<file path="config.mk">
export PLATFORM = sky130hd
export DESIGN_NAME = atm_session_initiator
export DESIGN_NICKNAME = d
export VERILOG_FILES = /design/src/rtl/atm_session_initiator.sv
export SDC_FILE = /design/constraint.sdc
export NUM_CORES = 1
export LEC_CHECK = 0
export ABC_AREA = 0
export BUFFER_PORTS_ARGS = -buffer_cell sky130_fd_sc_hd__buf_2
export CORE_MARGIN = 2
export CORE_UTILIZATION = 51
export CTS_BUF_LIST = sky130_fd_sc_hd__clkbuf_16
export CTS_CLUSTER_DIAMETER = 200
export DETAILED_ROUTE_END_ITERATION = 8
export PLACE_DENSITY = 0.83
export REMOVE_ABC_BUFFERS = 1
export SETUP_SLACK_MARGIN = 0.5
export SLEW_MARGIN = 25
export SYNTH_ARGS = -nofsm -noshare
export SYNTH_HDL_FRONTEND = slang
export SYNTH_SLANG_ARGS = --single-unit
</file>
<file path="constraint.sdc">
create_clock -name clock -period 3.9 [get_ports clock]
set_input_delay 0 -clock clock [delete_from_list [all_inputs] [get_ports clock]]
set_output_delay 0 -clock clock [all_outputs]
set_load 0.02 [all_outputs]
</file>
<file path="src/rtl/atm_session_initiator.sv">
`default_nettype none
// ============================================================================
//  Module   : atm_session_initiator
//  Purpose  : Runs one ATM session per host request: drives the ATM-side
//             request fields, holds them, samples card_declined, closes the
//             session and returns a response to the host.
//  Options  : define ATM_SESSION_TIMEOUT_EN to abandon a response the host
//             does not accept within TIMEOUT_CYCLES cycles.
//  Revision : 1.0  initial release
// ============================================================================
module atm_session_initiator #(
  parameter int HOLD_CYCLES    = 2,
  parameter int TIMEOUT_CYCLES = 255
) (
  input  logic        clock,
  input  logic        reset,
  // host request
  input  logic        req_valid,
  output logic        req_ready,
  input  logic [9:0]  req_card,
  input  logic [10:0] req_exp,
  input  logic [9:0]  req_password,
  input  logic [2:0]  req_operation,
  input  logic [9:0]  req_amount,
  input  logic [9:0]  req_destination,
  input  logic [9:0]  req_new_password,
  // ATM side
  output logic [9:0]  credit_number,
  output logic [9:0]  destination,
  output logic [9:0]  withdraw,
  output logic [10:0] expiration_date,
  output logic [9:0]  password,
  output logic [9:0]  new_password,
  output logic [2:0]  operation,
  output logic        exit,
  input  logic        card_declined,
  // host response
  output logic        rsp_valid,
  input  logic        rsp_ready,
  output logic        rsp_declined,
  output logic        rsp_illegal,
  output logic        rsp_timeout,
  output logic [7:0]  sessions_done
);

  typedef enum logic [2:0] {
    S_IDLE   = 3'd0,
    S_DRIVE  = 3'd1,
    S_SAMPLE = 3'd2,
    S_CLOSE  = 3'd3,
    S_RESP   = 3'd4
  } state_t;

  localparam logic [3:0] c_HOLD_LOAD = 4'(HOLD_CYCLES - 1);

  state_t      r_state, w_state_nxt;
  logic [3:0]  r_hold_cnt, w_hold_nxt;
  logic [9:0]  w_credit_nxt, w_dest_nxt, w_wd_nxt, w_pwd_nxt, w_npw_nxt;
  logic [10:0] w_exp_nxt;
  logic [2:0]  w_op_nxt;
  logic        w_exit_nxt, w_rsp_valid_nxt, w_decl_nxt, w_ill_nxt, w_ready_nxt;
  logic [7:0]  w_sess_nxt;
  logic        w_accept, w_legal;

`ifdef ATM_SESSION_TIMEOUT_EN
  localparam logic [7:0] c_TO_LAST = 8'(TIMEOUT_CYCLES - 1);
  logic [7:0]  r_to_cnt, w_to_cnt_nxt;
  logic        w_timeout_nxt;
`else
  assign rsp_timeout = 1'b0;
`endif

  assign w_accept = req_valid && req_ready;
  assign w_legal  = (req_operation != 3'b000) && (req_operation != 3'b111);

  // Next-state and next-output computation; every output is re-registered.
  always_comb begin
    w_state_nxt     = r_state;
    w_hold_nxt      = r_hold_cnt;
    w_credit_nxt    = credit_number;
    w_dest_nxt      = destination;
    w_wd_nxt        = withdraw;
    w_exp_nxt       = expiration_date;
    w_pwd_nxt       = password;
    w_npw_nxt       = new_password;
    w_op_nxt        = operation;
    w_exit_nxt      = exit;
    w_rsp_valid_nxt = rsp_valid;
    w_decl_nxt      = rsp_declined;
    w_ill_nxt       = rsp_illegal;
    w_sess_nxt      = sessions_done;
`ifdef ATM_SESSION_TIMEOUT_EN
    w_to_cnt_nxt    = r_to_cnt;
    w_timeout_nxt   = rsp_timeout;
`endif
    case (r_state)
      S_IDLE: begin
`ifdef ATM_SESSION_TIMEOUT_EN
        w_to_cnt_nxt = 8'd0;
`endif
        if (w_accept) begin
          if (w_legal) begin
            w_state_nxt  = S_DRIVE;
            w_hold_nxt   = c_HOLD_LOAD;
            w_credit_nxt = req_card;
            // A transfer names its own target; otherwise the ATM still
            // needs a valid card here, so reuse the customer's card.
            w_dest_nxt   = (req_operation == 3'b011) ? req_destination : req_card;
            w_wd_nxt     = (req_operation == 3'b010 || req_operation == 3'b011)
                           ? req_amount : 10'd0;
            w_exp_nxt    = req_exp;
            w_pwd_nxt    = req_password;
            w_npw_nxt    = (req_operation == 3'b101) ? req_new_password : req_password;
            w_op_nxt     = req_operation;
            w_exit_nxt   = 1'b0;
          end else begin
            // Unsupported opcode: answer immediately, ATM is never touched.
            w_state_nxt     = S_RESP;
            w_ill_nxt       = 1'b1;
            w_decl_nxt      = 1'b1;
            w_rsp_valid_nxt = 1'b1;
          end
        end
      end
      S_DRIVE: begin
        if (r_hold_cnt == 4'd0) begin
          w_state_nxt = S_SAMPLE;
        end else begin
          w_hold_nxt = r_hold_cnt - 4'd1;
        end
      end
      S_SAMPLE: begin
        w_decl_nxt  = card_declined;
        w_ill_nxt   = 1'b0;
        w_state_nxt = S_CLOSE;
        w_exit_nxt  = 1'b1;
        w_op_nxt    = 3'b000;
      end
      S_CLOSE: begin
        w_state_nxt     = S_RESP;
        w_rsp_valid_nxt = 1'b1;
      end
      S_RESP: begin
        if (rsp_ready) begin
          w_sess_nxt      = sessions_done + 8'd1;
          w_rsp_valid_nxt = 1'b0;
          w_state_nxt     = S_IDLE;
        end
`ifdef ATM_SESSION_TIMEOUT_EN
        else if (r_to_cnt == c_TO_LAST) begin
          w_rsp_valid_nxt = 1'b0;
          w_timeout_nxt   = 1'b1;
          w_state_nxt     = S_IDLE;
        end else begin
          w_to_cnt_nxt = r_to_cnt + 8'd1;
        end
`endif
      end
      default: w_state_nxt = S_IDLE;
    endcase
    w_ready_nxt = (w_state_nxt == S_IDLE);
  end

  // State and output registers with synchronous reset.
  always_ff @(posedge clock) begin
    if (reset) begin
      r_state         <= S_IDLE;
      r_hold_cnt      <= 4'd0;
      req_ready       <= 1'b0;
      credit_number   <= 10'd0;
      destination     <= 10'd0;
      withdraw        <= 10'd0;
      expiration_date <= 11'd0;
      password        <= 10'd0;
      new_password    <= 10'd0;
      operation       <= 3'b000;
      exit            <= 1'b1;
      rsp_valid       <= 1'b0;
      rsp_declined    <= 1'b0;
      rsp_illegal     <= 1'b0;
      sessions_done   <= 8'd0;
`ifdef ATM_SESSION_TIMEOUT_EN
      r_to_cnt        <= 8'd0;
      rsp_timeout     <= 1'b0;
`endif
    end else begin
      r_state         <= w_state_nxt;
      r_hold_cnt      <= w_hold_nxt;
      req_ready       <= w_ready_nxt;
      credit_number   <= w_credit_nxt;
      destination     <= w_dest_nxt;
      withdraw        <= w_wd_nxt;
      expiration_date <= w_exp_nxt;
      password        <= w_pwd_nxt;
      new_password    <= w_npw_nxt;
      operation       <= w_op_nxt;
      exit            <= w_exit_nxt;
      rsp_valid       <= w_rsp_valid_nxt;
      rsp_declined    <= w_decl_nxt;
      rsp_illegal     <= w_ill_nxt;
      sessions_done   <= w_sess_nxt;
`ifdef ATM_SESSION_TIMEOUT_EN
      r_to_cnt        <= w_to_cnt_nxt;
      rsp_timeout     <= w_timeout_nxt;
`endif
    end
  end

endmodule
`default_nettype wire

</file>
# --- Yosys cells after proc, flatten, opt, wreduce, memory -nomap -nowiden ---
# Cells that the tools add are included.
word_totals:
  register_bits: 84
  in_bits: 69
  output_inout_bits: 78
  word_cells: 70
op_classes:
  add_sub_neg: 2
  n_eq_ne: 13
  n_mux: 24
  reduce_logical: 16
ops:
  columns: ["operator", "n"]
  rows:
  - ["10-bit two-way mux", 3]
  - ["3-bit two-way mux", 6]
  - ["3-bit case mux with 5 select lines", 1]
  - ["3-bit by 2-bit equality test with 1-bit output (second input constant)", 4]
  - ["4-bit two-way mux", 3]
  - ["2-bit != test (second input constant)", 5]
  - ["3-bit AND reduction", 3]
  - ["8-bit by 1-bit adder with 8-bit output (second input constant)", 1]
  - ["4-bit case mux with 2 select lines", 1]
  - ["4-bit AND reduction", 2]
  - ["3-bit equality test (second input constant)", 2]
  - ["3-bit logical NOT", 2]
  - ["1-bit case mux with 2 select lines", 3]
  - ["3-bit case mux with 2 select lines", 1]
  - ["3-bit nonzero test", 2]
  - ["1-bit two-way mux", 5]
  - ["4-bit logical NOT", 1]
  - ["2-bit nonzero test", 2]
  - ["4-bit by 1-bit subtractor with 4-bit output (second input constant)", 1]
  - ["3-bit by 1-bit equality test with 1-bit output (second input constant)", 1]
  - ["3-bit != test (second input constant)", 1]
  - ["1-bit case mux with 3 select lines", 1]
  - ["1-bit logical AND", 2]
  - ["2-bit AND reduction", 1]
  - ["1-bit logical OR", 1]

# --- Longest topological paths before layout ---
depth:
  ltp_word: 6
  mapped_depth: 8
  depth_no_buf: 6

# --- Worst setup path after synthesis ---
# Ideal clock, no wire load.
synth_path:
  path_type: "register to register"
  startpoint: "register r_hold_cnt[0]"
  endpoint: "register r_hold_cnt[1]"
  setup_time_ps: 71
  t_arrival_ps: 1425
  required_ps: 3829
  setup_slack_ps: 2404
  path_stages_with_launch: 7
  path_buffers: 0
  period_less_slack_ps: 1496
  path_cell_list: "dfxtp_1 > inv_1 > ha_1 > nor3b_1 > nor3_1 > or3_1 > a21oi_1"
synth_via:
  elab_chain_cells: 3
  elab_cells_between_ends: 6
  classes_between: "add/sub (1); eq/ne (1); mux (2); reduce/logical (2)"
synth_rtl:
  columns: ["item", "line", "rtl"]
  rows:
  - ["start, declared", "57", "logic [3:0] r_hold_cnt, w_hold_nxt;"]
  - ["start signal, assigned", "188", "r_hold_cnt <= w_hold_nxt;"]
  - ["4-bit by 1-bit subtractor with 4-bit output or 4-bit logical NOT (tied branches)", "129, 126", null]
  - ["4-bit two-way mux or 2-bit != test (tied branches)", null, null]
  - ["4-bit case mux with 2 select lines or 4-bit AND reduction (tied branches)", null, null]
# Several ways; a longest one is shown, not always the timed one. The select of a mux whose other input is x is not followed.
# A chain may end at the register's enable or synchronous reset.

# --- Final worst setup path ---
layout_path:
  startpoint: "register r_state[2]"
  endpoint: "register destination[6]"
layout_via:
  elab_chain_cells: 2
layout_rtl:
  columns: ["item", "line", "rtl"]
  rows:
  - ["start, declared", "56", "state_t r_state, w_state_nxt;"]
  - ["start signal, assigned", "187", "r_state <= w_state_nxt;"]
  - ["3-bit logical NOT", "96", "case (r_state)"]
  - ["3-bit AND reduction (no source line)", null, null]
  - ["end signal, assigned", "191", "destination <= w_dest_nxt;"]
  - ["end, declared", "29", "output logic [9:0] destination,"]
# No other way between the ends.

==> summary.txt <==
Outcome
  – Status: finished, final reports clean

CTS
  – Clock latency on the worst-skew pair: 0.33 ns
  – CTS resizes: 0
  – Clock transition at the registers of the reported paths: approximately 0.060 ns
  – Total CTS buffers: 9
  – Setup Buffers After CTS: 0
  – CTS Sinks: 84
  – H-tree depth: 3
  – Clock Tree Buf Depth: 2
  – CTS tree: built
  – Clk root buf: clkbuf_16

Timing
  – Slew Viols, Final: 0
  – Final cycle utilization of the critical path: 0.558
  – Setup ws final: approximately 1.7 ns
  – Skew final: ~0.0038 ns
  – Fmax: roughly 460 MHz
  – Unrepaired setup endpoints after global routing: false
  – Endpoints failing setup: 0
  – TNS Setup: 0 ns
  – Min Tclk post-route: around 2.2 ns
  – Worst slew margin: 0.414
  – Hold Fails Final Rpt: 0
  – Worst Tran Pin Value: 0.879 ns

Worst setup path
  – Path depth of the worst reg2reg path: 5
  – Cell family with most CP delay: simple AND/OR/NAND/NOR gates
  – Worst EP arrival: between 2 and 2.5 ns
  – Reg-to-Reg Start: r_state[2]$_SDFF_PP0_
  – CP Cell Sequence: nand3b_1 -> and4bb_4 -> buf_12 -> nor2_1 -> a311oi_1
  – Critical path's largest stage delay: around 0.73 ns
  – Critical Path Stages: 5
  – Critical path peak fanout: 49
  – Critical path type: flop to flop
  – Worst path bufs/invs: 1
  – CP Data Required Time: about 4.1 ns
  – Crit. End Element: flop
  – Crit path launch: r_state[2]$_SDFF_PP0_
  – Startpoint Class: flop
  – Worst path slowest cell: and4bb_4

Run
  – Max-cap viol count: 0

Route
  – Via density: around 5.4
  – Met1 Wirelength: roughly 4000 µm
  – Antenna-violating nets left: 0
  – Wire length on met2: between 5000 and 6000 µm
  – First drt pass iteration count: 4
  – Post-Route WL: between 9000 and 10000 µm
  – Via count: about 3600
  – Initial drt markers: between 200 and 250
  – Residual DRC: 0
  – DR WL/cell: between 10 and 15 µm
  – DR top layer: met4
  – Met3 wire len: roughly 500 µm

Placed design
  – Place WS: ~1.6 ns
  – IO buf count: 145
  – Routability Congestion: roughly 0.8
  – Dpl cells: about 600
  – HPWL Detailed: between 5000 and 6000 µm

Power and ir drop
  – VDD IR max: roughly 370 µV
  – Leakage Power: 2.18 nW
  – Final Total Pwr: approximately 2.3 mW
  – Pwr per Cell Area: approximately 460 nW/µm²

Cells and area
  – Most frequent cells in the layout: buf_2 (145), nand2_1 (93), dfxtp_1 (84)
  – Net count, final: approximately 650
  – Post-layout util: 0.747
  – Share of cells above drive strength 1: 0.310
  – N_diodes: 0
  – Final std cells w/o fill: approximately 670
  – Area Growth Syn to Fin: 44.1%
  – Commonest non-fill, non-tap cell in the layout: buf_2

Synthesis
  – Post-Syn Instances: between 400 and 500
  – FF+latch count, synth: 84
  – Yosys Warn Count: 0
  – Synth unique cells: 39
  – Post-synthesis sequential area ratio: 0.486
  – Synth Cell Area: 3460 µm²
  – Synth Area per Inst: roughly 8.6 µm²

Floorplan
  – Rows: 30
  – Chip Width: 86.4 µm
  – DIE HEIGHT: roughly 86 µm
  – Core area: 6680 µm²
  – Initial core utilization: 0.518
  – Num ports: roughly 150
  – DIE AREA: 7470 µm²

GRT
  – Largest net degree at the start of global routing: 90
  – Global-route wire length before repair: approximately 15000 µm
  – Gr usage total: 0.256
  – Initial antenna violation count: 0
  – Total grt overflow: 0
  – Vias in the first global route: between 3000 and 4000

Min path
  – Hold path cells: 3
  – Worst min path class: primary input to flop
  – Hold path start: req_new_password[0]
## cell usage after synthesis, drive strengths merged
cell type  number  area share
clkbuf         13       0.014
a21oi          49       0.071
dfxtp          84        0.49
nor4b           2      0.0051
nor4            2      0.0054
o21ai           1      0.0014
nand4           1      0.0018
and4bb          2      0.0072
nand2b          4      0.0072
a311oi         11       0.028
nand2          93        0.10
nor3           10       0.019
mux2i          10       0.029
or3b            1      0.0025
xor2            2      0.0051
nor2           30       0.033
xnor2           6       0.015
buf            20       0.040
or3             3      0.0054
inv             4      0.0043
nand3b          4      0.0087
ha              2      0.0072
a211o           1      0.0025
nand4bb         2       0.011
conb            1      0.0011
nor2b           1      0.0018
o21a            1      0.0022
nand3          26       0.038
a211oi         14       0.042
nor3b           2      0.0043
## final timing paths
kind | endpoint | slack (ns)
worst max-delay path | destination[6]$_SDFFE_PP0P_ | 1.72
worst min-delay path | new_password[0]$_SDFFE_PP0P_ | 0.03
worst max register to register | destination[6]$_SDFFE_PP0P_ | 1.72
worst min register to register | withdraw[9]$_SDFFE_PP0P_ | 0.45
## worst min-delay path, cell delays in order
cell	delay, ns
buf_2	0.10
mux2i_1	0.12
a211oi_1	0.08
## area by class of cell
cell class | instances | area, µm²
fill | 489 | 1690
sequential | 84 | 1680
multi-input combinational | 281 | 1590
timing repair buffer | 203 | 1310
clock buffer | 9 | 225
tap | 80 | 100
clock inverter | 7 | 75.1
inverter | 4 | 15.0
## stage by stage
step / instance area [µm²] / hold WS (ns)
5_1_grt: 4990 / 0.0457
6_report: 4990 / 0.0264
4_1_cts: 4970 / 0.0242
3_5_place_dp: 4130 / 0.247
3_3_place_gp: 4130 / 0.241
2_1_floorplan: 3270 / 0.0646
## power breakdown
part	switching (mW)	internal [mW]	leakage, nW	total, mW
clock	0.352	0.499	0.140	0.851
combinational	0.288	0.195	1.35	0.482
sequential	0.0435	0.929	0.683	0.973
## cell families after synthesis
group | synth area share
other cells | 0.00108
fa+ha+maj | 0.00722
xor+xnor | 0.0202
simple gates | 0.251
buf+inv | 0.0592
mux | 0.0289
flops | 0.486
compound gates | 0.147
## metal layers
layer	vias to the layer above	GRT usage
met4	0	0.0966
li1	1734	-
met3	26	0.0514
met1	1661	0.300
met2	156	0.459
met5	-	0
## registers in the layout (all words and copies together) (netlist names)
| name | flops |
|---|---|
| expiration_date | 11 |
| credit_number | 10 |
| destination | 10 |
| new_password | 10 |
| password | 10 |
| withdraw | 10 |
| sessions_done | 8 |
| r_hold_cnt | 4 |
| operation | 3 |
| r_state | 3 |
| exit | 1 |
| req_ready | 1 |
| rsp_declined | 1 |
| rsp_illegal | 1 |
| rsp_valid | 1 |
## what timing repair did
action	CTS	global route
setup endpoints to repair	0	0
endpoints found under the hold margin	54	0
hold buffers	54	0
(Power assumes the default switching activity.)
